## src/rtl/kd_sort_sched.sv

```systemverilog
// kd_sort_sched
//   Root-node round scheduler for the kd-tree node array. One round is:
//   CONFIGURE_SORT(axis), then START_SORT passes until the tree reports a
//   pass with no swaps, then one SEND_POINT per point from the source.
//   Only one command is ever outstanding toward the root.
//
// Ports
//   clk, rst             clock, synchronous active-high reset
//   start                begin a round (honoured only in IDLE or ERR)
//   num_points/init_axis round parameters, latched on start
//   point_valid/_ready   point source handshake, point_data payload
//   cmd_valid/_ready     command handshake toward the root; cmd, cmd_data
//   ack_valid/ack_cmd    single-cycle ack pulse from the root
//   ack_stable           qualifies a START_SORT ack: no swaps this pass
//   busy                 round in progress
//   done                 single-cycle pulse at end of a good round
//   error                held while parked in ERR (bad ack, timeout, pass limit)
//   pass_count           sort passes completed this round, saturating at 31
module kd_sort_sched #(
  parameter int unsigned DATA_W     = 32,
  parameter int unsigned AXIS_W     = 2,
  parameter int unsigned CMD_W      = 3,
  parameter int unsigned PCNT_W     = 16,
  parameter int unsigned MAX_PASSES = 16,
  parameter int unsigned TIMEOUT    = 1024
) (
  input  logic              clk,
  input  logic              rst,
  input  logic              start,
  input  logic [PCNT_W-1:0] num_points,
  input  logic [AXIS_W-1:0] init_axis,
  input  logic              point_valid,
  input  logic [DATA_W-1:0] point_data,
  output logic              point_ready,
  output logic              cmd_valid,
  input  logic              cmd_ready,
  output logic [CMD_W-1:0]  cmd,
  output logic [DATA_W-1:0] cmd_data,
  input  logic              ack_valid,
  input  logic [CMD_W-1:0]  ack_cmd,
  input  logic              ack_stable,
  output logic              busy,
  output logic              done,
  output logic              error,
  output logic [4:0]        pass_count
);

  localparam int unsigned WD_W = (TIMEOUT > 2) ? $clog2(TIMEOUT) : 1;
  localparam int unsigned PS_W = $clog2(MAX_PASSES + 1);

  localparam logic [WD_W-1:0] WD_LAST = WD_W'(TIMEOUT - 1);
  localparam logic [PS_W-1:0] PS_LAST = PS_W'(MAX_PASSES - 1);

  localparam logic [CMD_W-1:0] CMD_NOP  = CMD_W'(0);
  localparam logic [CMD_W-1:0] CMD_CFG  = CMD_W'(1);
  localparam logic [CMD_W-1:0] CMD_SORT = CMD_W'(2);
  localparam logic [CMD_W-1:0] CMD_PT   = CMD_W'(3);

  typedef enum logic [3:0] {
    S_IDLE,
    S_CFG_SEND,
    S_CFG_WAIT,
    S_SORT_SEND,
    S_SORT_WAIT,
    S_PT_FETCH,
    S_PT_SEND,
    S_PT_WAIT,
    S_DONE,
    S_ERR
  } state_t;

  state_t              state_q, state_d;
  logic [AXIS_W-1:0]   axis_q, axis_d;
  logic [PCNT_W-1:0]   npts_q, npts_d;
  logic [PCNT_W-1:0]   sent_q, sent_d;
  logic [DATA_W-1:0]   pt_q, pt_d;
  logic [WD_W-1:0]     wdog_q, wdog_d;
  logic [PS_W-1:0]     passes_q, passes_d;
  logic [4:0]          pcnt_q, pcnt_d;
  logic [CMD_W-1:0]    pend_code;

  always_ff @(posedge clk) begin
    if (rst) begin
      state_q  <= S_IDLE;
      axis_q   <= '0;
      npts_q   <= '0;
      sent_q   <= '0;
      pt_q     <= '0;
      wdog_q   <= '0;
      passes_q <= '0;
      pcnt_q   <= '0;
    end else begin
      state_q  <= state_d;
      axis_q   <= axis_d;
      npts_q   <= npts_d;
      sent_q   <= sent_d;
      pt_q     <= pt_d;
      wdog_q   <= wdog_d;
      passes_q <= passes_d;
      pcnt_q   <= pcnt_d;
    end
  end

  always_comb begin
    state_d     = state_q;
    axis_d      = axis_q;
    npts_d      = npts_q;
    sent_d      = sent_q;
    pt_d        = pt_q;
    wdog_d      = wdog_q;
    passes_d    = passes_q;
    pcnt_d      = pcnt_q;
    cmd_valid   = 1'b0;
    cmd         = CMD_NOP;
    cmd_data    = '0;
    point_ready = 1'b0;
    busy        = 1'b1;
    done        = 1'b0;
    error       = 1'b0;

    // Code the root must echo back while we sit in a *_WAIT state.
    unique case (state_q)
      S_CFG_WAIT:  pend_code = CMD_CFG;
      S_SORT_WAIT: pend_code = CMD_SORT;
      S_PT_WAIT:   pend_code = CMD_PT;
      default:     pend_code = CMD_NOP;
    endcase

    unique case (state_q)
      S_IDLE, S_ERR: begin
        busy  = 1'b0;
        error = (state_q == S_ERR);
        if (start) begin
          axis_d   = init_axis;
          npts_d   = num_points;
          sent_d   = '0;
          passes_d = '0;
          pcnt_d   = '0;
          state_d  = S_CFG_SEND;
        end
      end

      S_CFG_SEND: begin
        cmd_valid = 1'b1;
        cmd       = CMD_CFG;
        cmd_data  = DATA_W'(axis_q);
        if (cmd_ready) begin
          wdog_d  = '0;
          state_d = S_CFG_WAIT;
        end
      end

      S_SORT_SEND: begin
        cmd_valid = 1'b1;
        cmd       = CMD_SORT;
        if (cmd_ready) begin
          wdog_d  = '0;
          state_d = S_SORT_WAIT;
        end
      end

      S_PT_FETCH: begin
        point_ready = 1'b1;
        if (point_valid) begin
          pt_d    = point_data;
          state_d = S_PT_SEND;
        end
      end

      S_PT_SEND: begin
        cmd_valid = 1'b1;
        cmd       = CMD_PT;
        cmd_data  = pt_q;
        if (cmd_ready) begin
          wdog_d  = '0;
          state_d = S_PT_WAIT;
        end
      end

      S_CFG_WAIT, S_SORT_WAIT, S_PT_WAIT: begin
        wdog_d = wdog_q + 1'b1;
        // An ack is checked before the watchdog so a matching ack on the
        // final allowed cycle still counts as success.
        if (ack_valid) begin
          if (ack_cmd != pend_code) begin
            state_d = S_ERR;
          end else if (state_q == S_CFG_WAIT) begin
            state_d = S_SORT_SEND;
          end else if (state_q == S_SORT_WAIT) begin
            passes_d = passes_q + 1'b1;
            pcnt_d   = (pcnt_q == 5'd31) ? pcnt_q : pcnt_q + 5'd1;
            if (ack_stable) begin
              state_d = (npts_q == '0) ? S_DONE : S_PT_FETCH;
            end else if (passes_q == PS_LAST) begin
              state_d = S_ERR;
            end else begin
              state_d = S_SORT_SEND;
            end
          end else begin
            sent_d  = sent_q + 1'b1;
            state_d = (sent_d == npts_q) ? S_DONE : S_PT_FETCH;
          end
        end else if (wdog_q == WD_LAST) begin
          state_d = S_ERR;
        end
      end

      S_DONE: begin
        done    = 1'b1;
        state_d = S_IDLE;
      end

      default: state_d = S_IDLE;
    endcase
  end

  assign pass_count = pcnt_q;

endmodule
```

## config.mk

```make
export PLATFORM = sky130hd
export DESIGN_NAME = kd_sort_sched
export DESIGN_NICKNAME = d
export VERILOG_FILES = /design/src/rtl/kd_sort_sched.sv
export SDC_FILE = /design/constraint.sdc
export NUM_CORES = 1
export LEC_CHECK = 0
export CORE_ASPECT_RATIO = 1.25
export CORE_MARGIN = 2
export CORE_UTILIZATION = 46
export DETAILED_ROUTE_END_ITERATION = 10
export GPL_ROUTABILITY_DRIVEN = 0
export MAX_ROUTING_LAYER = met4
export PLACE_DENSITY = 0.77
export SLEW_MARGIN = 25
export SYNTH_ARGS = -nofsm -noshare
export SYNTH_HDL_FRONTEND = slang
export SYNTH_SLANG_ARGS = --single-unit
```

## constraint.sdc

```tcl
create_clock -name clk -period 2.4 [get_ports clk]
set_input_delay 0.24 -clock clk [delete_from_list [all_inputs] [get_ports clk]]
set_output_delay 0.24 -clock clk [all_outputs]
set_load 0.02 [all_outputs]
```

==> metrics <==
run status=finished, final reports clean; Initial Util=47.39%; DRC violations left=0; H-Tree Depth=3; GRT overflow=0; Seq/Total Area, Yosys=37.62%; Worst Path Required=2.66 ns; layout cells sized above 1=15.33%; syn nets=683; Finished Core Util=64.94%; internal power=3104 uW; CTS Hold Bufs=0; Net Sw Frac=36.61%; IO buf count=103; # nets final=811; diodes inserted=0; clock tree from TritonCTS=built; Synth Flop Type=dfxtp_1; CP Capture Type=register; initial DRC count=338; clock skew=0.008962 ns; Slew Limit Fails=0; initial antenna violation count=0; crit path max fanout=5; syn avg cell area=7.763 sq um; Max Cap Viol=0; mux share of post-synthesis cell area=0.6531%; number of global-route vias before repair=4842; VDD IR-drop max=0.3937 mV; Compound-Gate Fraction of Synth Area=16.85%; FP Rows=41; first-pass GRT wire length=22.11 mm; Core Area=10110 sq um; CP Data Arrival Time=2.63 ns; chip height=118.1 microns; setup TNS=0 ns; Clock Root Buffer=clkbuf_16; total track usage=25.17%; pin count of the biggest net entering global routing=40; Worst Hold Class=register to register; Die Width=95.27 microns; WL/cell=15.51 microns; Logic pwr share=37.2%; placed insts=859; slew margin rel.=47.24%; Sink Count=90; Netlist cell types=63; register area=1827 sq um; fraction of registers with async set/reset=0%; fraction of power consumed by sequential logic=36.1%; critical path type=register to register; final WL=13.63 mm; Worst Setup Start Kind=register; largest family of logic cells by synthesized area=simple AND/OR/NAND/NOR gates; worst slew pin tran=0.7915 ns; area of the die=11250 sq um; period utilization=98.71%; Peak Freq=422.1 MHz; Fin. Hold Viols=0; NetSw=1793 uW; DRT Pass-1 Iters=5; Clock transition at path regs=0.07 ns; worst skew pair latency=0.34 ns; Area Overhead vs Synth=37.02%; Num CTS Buffers=9; Mapped Cells=617; final setup fails=0; DP HPWL=9.569 mm; Leak=0.002516 uW; Multi-input gate area=2859 sq um; pwr dens=746.1 nW/um^2; Post-Synth Adder-Cell Area=1.567%; Post-Synth XOR/XNOR Area=7.315%; Longest Clk Path Bufs=2; Final min period=2.369 ns; Final Non-Filler Cells=879; clock share of power=26.6%; synthesized cell area=4790 sq um; Hold WS=0.4483 ns; IO Pins=105; RSZ-0062 raised after global routing=true; vias=4927; yosys warns=0; ANT nets after route=0; fill count=808; Via density=5.605; post-synthesis register bit count=90; EDFF count, synth=0; post-synthesis simple-gate area fraction=31.11%
## through the flow
stage	power (uW)	setup WS (ns)	cell area, sq um
finish	4896	0.03100	6563
global route	5160	-0.04405	6563
CTS	4851	0.0005596	6471
detailed placement	3543	-0.06949	6177
global placement	3502	0.05402	6177
floorplan	2903	0.09362	4790
## cells by family after synthesis
logic type | count (synthesis)
adders and majority gates | 6
other | 1
AOI/OAI and AO/OA | 126
muxes | 3
DFF | 90
and+or+nand+nor | 303
buffers and inverters | 48
xor gates and xnor gates | 40
## power by group through the flow
stage               sequential [uW]  combinational, uW  clock (uW)
floorplan                      1750               1150           0
global placement               1790               1710           0
detailed placement             1800               1750           0
CTS                            1760               1760        1320
global route                   1790               1990        1390
finish                         1770               1820        1300
## registers in the layout (all words and copies together), names as in the netlist
name	cells
wdog_q	10
sent_q	16
passes_q	5
pt_q	32
axis_q	2
state_q	4
pass_count	5
npts_q	16
## timing repair
action	in CTS	in global routing
gates resized for setup	48	18
buffers inserted	1	3
pin swaps	3	7
endpoints found under the setup margin	37	7
## critical path, cell delays in order (launching register included)
cell	delay, ns
dfxtp_4	0.39
nand4_1	0.19
or4_4	0.54
xnor2_1	0.16
o2111ai_2	0.10
nor4_4	0.06
buf_4	0.15
or4_2	0.53
a31oi_1	0.17
## synth_stat cells (4+ instances only)
cell,n,area (sq um)
a211oi_1,5,37.54
buf_2,4,20.02
or2_2,4,25.02
nand2b_1,6,37.54
dfxtp_1,90,1802
buf_4,8,60.06
o21ai_0,11,55.05
nand2_1,131,491.7
nand4_1,12,75.07
nand3_1,15,75.07
clkbuf_1,27,101.4
inv_1,5,18.77
or3_1,4,25.02
and2_1,31,193.9
nor2b_1,5,31.28
ha_1,6,75.07
o31ai_1,4,30.03
xnor2_1,23,201.4
and3_1,9,56.30
a311oi_1,13,113.9
a21oi_1,69,345.3
nor4_1,9,56.30
nor2_1,47,176.4
nand3b_1,5,37.54
a31oi_1,5,31.28
nor3_1,6,30.03
xor2_1,17,148.9
## routing by layer
metal  routed length [microns]  GRT usage [%]  part of all wire (%)  up-vias
met5                         0              -                     0        -
met4                       397          9.692                   2.9        0
met3                       936          4.994                   6.9       47
met2                      6748          40.67                    49      206
met1                      5552          30.56                    41     2288
li1                          -              -                     -     2386
## path summary, 6_finish.rpt
check / slack [ns] / to / startpoint / cells after the start
worst min register to register: 0.45 / pt_q[5] / pt_q[5] / 2
worst min-delay path: 0.45 / pt_q[5] / pt_q[5] / 2
worst max register to register: 0.03 / state_q[0] / sent_q[1] / 8
worst max-delay path: 0.03 / state_q[0] / sent_q[1] / 8
## cell usage in the layout (no fill, tap or decap), types with 4 or more instances in the layout
master,netlist,layout
a211oi_1,5,5
a21oi_1,69,69
a311oi_1,13,13
a31oi_1,5,5
and2_1,31,31
and3_1,9,8
buf_4,8,54
clkbuf_16,0,9
clkdlybuf4s50_1,0,71
dfxtp_1,90,78
dfxtp_2,0,8
dfxtp_4,0,4
dlygate4sd2_1,0,30
ha_1,6,5
inv_1,5,5
nand2_1,131,131
nand2b_1,6,5
nand3_1,15,13
nand3b_1,5,5
nand4_1,12,12
nor2_1,47,46
nor2b_1,5,5
nor3_1,6,5
nor4_1,9,7
o21ai_0,11,11
o31ai_1,4,4
or3_1,4,4
xnor2_1,23,23
xor2_1,17,17
## cell type report
cell class / count / share of cell area (%)
clock buffer: 12 / 3.603
clock inverter: 4 / 0.4385
inverter: 6 / 0.3432
multi-input combinational: 479 / 43.57
sequential: 90 / 27.84
tap: 129 / 2.459
timing repair buffer: 159 / 21.75
(Power assumes the default switching activity.)
==> variant 1: new RTL, same flow settings <==
Change the parameter `AXIS_W` from 2 to 3.
--- a/src/rtl/kd_sort_sched.sv
+++ b/src/rtl/kd_sort_sched.sv
@@ -18,7 +18,7 @@
 //   pass_count           sort passes completed this round, saturating at 31
 module kd_sort_sched #(
   parameter int unsigned DATA_W     = 32,
-  parameter int unsigned AXIS_W     = 2,
+  parameter int unsigned AXIS_W     = 3,
   parameter int unsigned CMD_W      = 3,
   parameter int unsigned PCNT_W     = 16,
   parameter int unsigned MAX_PASSES = 16,
Ports: changed (resized init_axis); port bits go from 105 to 106. No check against the original RTL was run, so the function may have changed too.
==> variant 1 against the original RTL <==
Routed wire length rose by 1.2%. Synthesized area grew 0.37%. Clock power grew 14%. Power down 2.1%. Global-route usage fell by 0.15 points. Sequential cell count rose by 1. Worst setup slack improved by 0.053 ns. Hold slack worse by 0.082 ns. Cell area decreased by 0.76%. Die area increased by 0.36%. Critical path type unchanged.
==> variant 1: results (changes against the original RTL) <==
metric	value	unit	change
Non-clock buffering overhead	20.3	%	-1.5 points
# port buffers	104		+0.97%
FF-to-FF setup slack	0.08	ns	+0.05 ns
CP delay by family, top	compound AO/OA/AOI/OAI gates		
post-synthesis compound-gate area fraction	19.0	%	+2.2 points
gr usage total	25.0	%	-0.15 points
worst min path class	input port to flip-flop		
top post-synthesis cells by count	nand2_1, dfxtp_1, a21oi_1		
DRT Wirelength	13800	um	+1.2%
count of multi-input gates	487		+1.7%
Critical-path top delay cell	a2111o_1		
Pleak	0.00252	uW	+0.20%
via count	5036		+2.2%
pre-CTS setup slack	-0.0192	ns	+0.0503 ns
post-layout util	64.1	%	-0.82 points
setup bufs post-CTS	0		-1
sw power	1650	uW	-8.2%
status	completed		
Logic inverters	9		+3
fin nets	809		-0.25%
fraction of area in multi-input gates	43.6	%	about the same
multi-input logic area	2840	um2	-0.74%
storage element area	1850	um2	+1.1%
Post-Syn Instances	634		+2.8%
register area share after synthesis	37.9	%	+0.28 points
post-synth cell types	69		+9.5%
Vias/cell	5.75		+2.6%
num sequential	91		+1.1%
min-delay src	rst		
Non-Clock Buffer Count	144		-9.4%
Layout fillers	871		+7.8%
Pint	3150	uW	+1.4%
mux cell area share after synthesis	0.208	%	-0.44 points
PostCTS Resize Cnt	40		-17%
Post-Synth Adder-Cell Area	1.56	%	-0.0057 points
share of cells above drive strength 1	12.6	%	-2.7 points
-- variant 1: worst max path at each step --
| stage | from | endpoint | slack (ns) |
|---|---|---|---|
| final | sent_q[1]$_SDFFE_PP0P_ | state_q[2]$_SDFFE_PP0P_ | 0.08 |
| after detailed placement | sent_q[2]$_SDFFE_PP0P_ | state_q[2]$_SDFFE_PP0P_ | -0.02 |
| after floorplan | sent_q[0]$_SDFFE_PP0P_ | state_q[2]$_SDFFE_PP0P_ | 0.13 |
| after CTS | sent_q[0]$_SDFFE_PP0P_ | state_q[2]$_SDFFE_PP0P_ | 0.001 |
| after global routing | sent_q[0]$_SDFFE_PP0P_ | state_q[3]$_SDFFE_PP0P_ | -0.004 |
| after global placement | sent_q[2]$_SDFFE_PP0P_ | state_q[2]$_SDFFE_PP0P_ | 0.06 |
-- variant 1: routing by layer --
layer	GRT usage, %	up-vias	wire [um]
met1	29.6	2328	5570
met2	40.4	253	6770
met4	11.7	0	404
li1	-	2408	-
met5	-	-	0
met3	4.91	47	1060
==> variant 2: new RTL, same settings <==
Made on the original files. Encoding of `state_t`: now Gray code (4 bits for 10 states).
--- a/src/rtl/kd_sort_sched.sv
+++ b/src/rtl/kd_sort_sched.sv
@@ -57,16 +57,16 @@
   localparam logic [CMD_W-1:0] CMD_PT   = CMD_W'(3);
 
   typedef enum logic [3:0] {
-    S_IDLE,
-    S_CFG_SEND,
-    S_CFG_WAIT,
-    S_SORT_SEND,
-    S_SORT_WAIT,
-    S_PT_FETCH,
-    S_PT_SEND,
-    S_PT_WAIT,
-    S_DONE,
-    S_ERR
+    S_IDLE      = 4'b0000,
+    S_CFG_SEND  = 4'b0001,
+    S_CFG_WAIT  = 4'b0011,
+    S_SORT_SEND = 4'b0010,
+    S_SORT_WAIT = 4'b0110,
+    S_PT_FETCH  = 4'b0111,
+    S_PT_SEND   = 4'b0101,
+    S_PT_WAIT   = 4'b0100,
+    S_DONE      = 4'b1100,
+    S_ERR       = 4'b1101
   } state_t;
 
   state_t              state_q, state_d;
Behaviour: no difference found for any inputs over 10 cycles, from zero or initial values and one cycle with rst high; not proved beyond that.
==> variant 2 against the original RTL <==
Worst setup slack improved by 0.034 ns. Cell area increased by 0.13%. Clock power up 14%. Highest routed layer unchanged. Utilization shrank 2.1 points. Power grew 2.8%. Global-route usage increased by 0.19 points. Count of clock-buffer cells in the layout did not move. Largest power group unchanged. Routed wire length is 2.2% higher. Synthesized area increased by 2.0%. Sequential cell count is the same. Largest cell class unchanged. Sequential share of layout area fell by 0.34 points.
==> variant 2: results (changes against the original RTL) <==
metric	value	unit	change
status	completed		
largest net degree at the start of global routing	65		+63%
post-synth cell types	65		+3.2%
Post-Syn Instances	649		+5.2%
Max Root-Sink Buffers	2		unchanged
root buffer cell	clkbuf_16		
Post-synth top flop	dfxtp_1		
# port buffers	103		unchanged
Synth async-reset ratio	0	%	unchanged
met2 GRT Util	40.5	%	-0.17 points
clk_skew	0.00672	ns	-0.00224 ns
gr usage total	25.4	%	+0.19 points
1st-iter DRT viols	387		+14%
Hold Path End	sent_q[6]$_SDFFE_PP0P_		
CP arrival	2.60	ns	-0.03 ns
syn_nets	715		+4.7%
Slew HR	54.6	%	+7.3 points
final cycle utilization of the critical path	97.3	%	-1.4 points
CP startpoint kind	flip-flop		
top post-synthesis cells by count	nand2_1, dfxtp_1, a21oi_1		
CP Max Fanout	5		unchanged
Layout fillers	913		+13%
pre-CTS setup slack	0.00912	ns	+0.0786 ns
DRT Pass-1 Iters	8		+3
max-cap violations	0		unchanged
Fin Hold WS	0.209	ns	-0.240 ns
met1 GRT Util	30.9	%	+0.31 points
via count	5118		+3.9%
post-placement cell area	6210	um2	+0.61%
H-tree depth	3		unchanged
R2R cell count	7		-1
IR drop worst, VDD	0.000426	V	+8.3%
Pleak	0.00250	uW	-0.75%
DRT Wirelength	13900	um	+2.2%
Reg clk slew, reported paths	0.06	ns	
ranking of synthesized cells by area	dfxtp_1, nand2_1, a21oi_1, and2_1, nor2_1		
register area share after synthesis	36.9	%	-0.75 points
fin nets	828		+2.1%
vias in the first global route	4883		+0.85%
min-delay src	rst		
met3 Resource Use GR	6.26	%	+1.3 points
share of cells above drive strength 1	11.1	%	-4.2 points
initial antenna violation count	0		unchanged
Syn-to-layout area delta	34.5	%	
worst min path class	input port to flip-flop		
hpwl dp	9900	um	+3.5%
placed cells	881		+2.6%
first-pass GRT wire length	22500	um	+1.9%
reg2reg start	sent_q[7]$_SDFFE_PP0P_		
Critical Path End	state_q[3]$_SDFFE_PP0P_		
Vias/cell	5.70		+1.7%
FF-to-FF setup slack	0.07	ns	+0.03 ns
-- variant 2: cell types whose count changed after synthesis, moves of 7 or more --
cell,change
a311oi_1,-13
a31oi_1,+8
buf_4,-7
nand2_1,+8
nand3_1,+9
nor2_1,-8
o21ai_1,+13
xnor2_1,-9
-- variant 2: what timing repair did --
action	in CTS	in global routing
setup endpoints to repair	32	18
gates resized for setup	34	17
buffers inserted	0	2
pin swaps	0	2
-- variant 2: worst max-delay path: stages, from the launching register on --
cell	delay, ns
dfxtp_1	0.43
nand4_1	0.20
or4_1	0.50
o21a_1	0.20
nor3b_1	0.20
o2111ai_1	0.18
or3b_1	0.38
a31oi_1	0.17
-- variant 2: routing by layer --
metal / wire length (um) / share of wire [%]
met5: 0 / 0
met4: 367 / 2.6
met3: 960 / 6.9
met2: 6760 / 49
met1: 5840 / 42
-- variant 2: power breakdown --
part           switching (uW)  internal [uW]
Sequential                133           1610
Clock                     590            890
Combinational            1040            777
Total                    1760           3280
-- variant 2: cell families after synthesis --
kind of cell	Yosys count	synth area share [%]
other	1	0.0767
DFF	90	36.9
and+or+nand+nor	307	30.4
muxes	4	0.819
xor gates and xnor gates	30	5.38
adders and majority gates	6	1.54
AOI/OAI and AO/OA	155	20.0
buffers and inverters	56	4.94
-- variant 2: final cells by class --
class / instances / area share, %
multi-input combinational: 503 / 44.2
sequential: 90 / 27.5
timing repair buffer: 146 / 20.4
clock buffer: 12 / 4.06
tap: 132 / 2.51
clock inverter: 3 / 0.724
inverter: 12 / 0.685
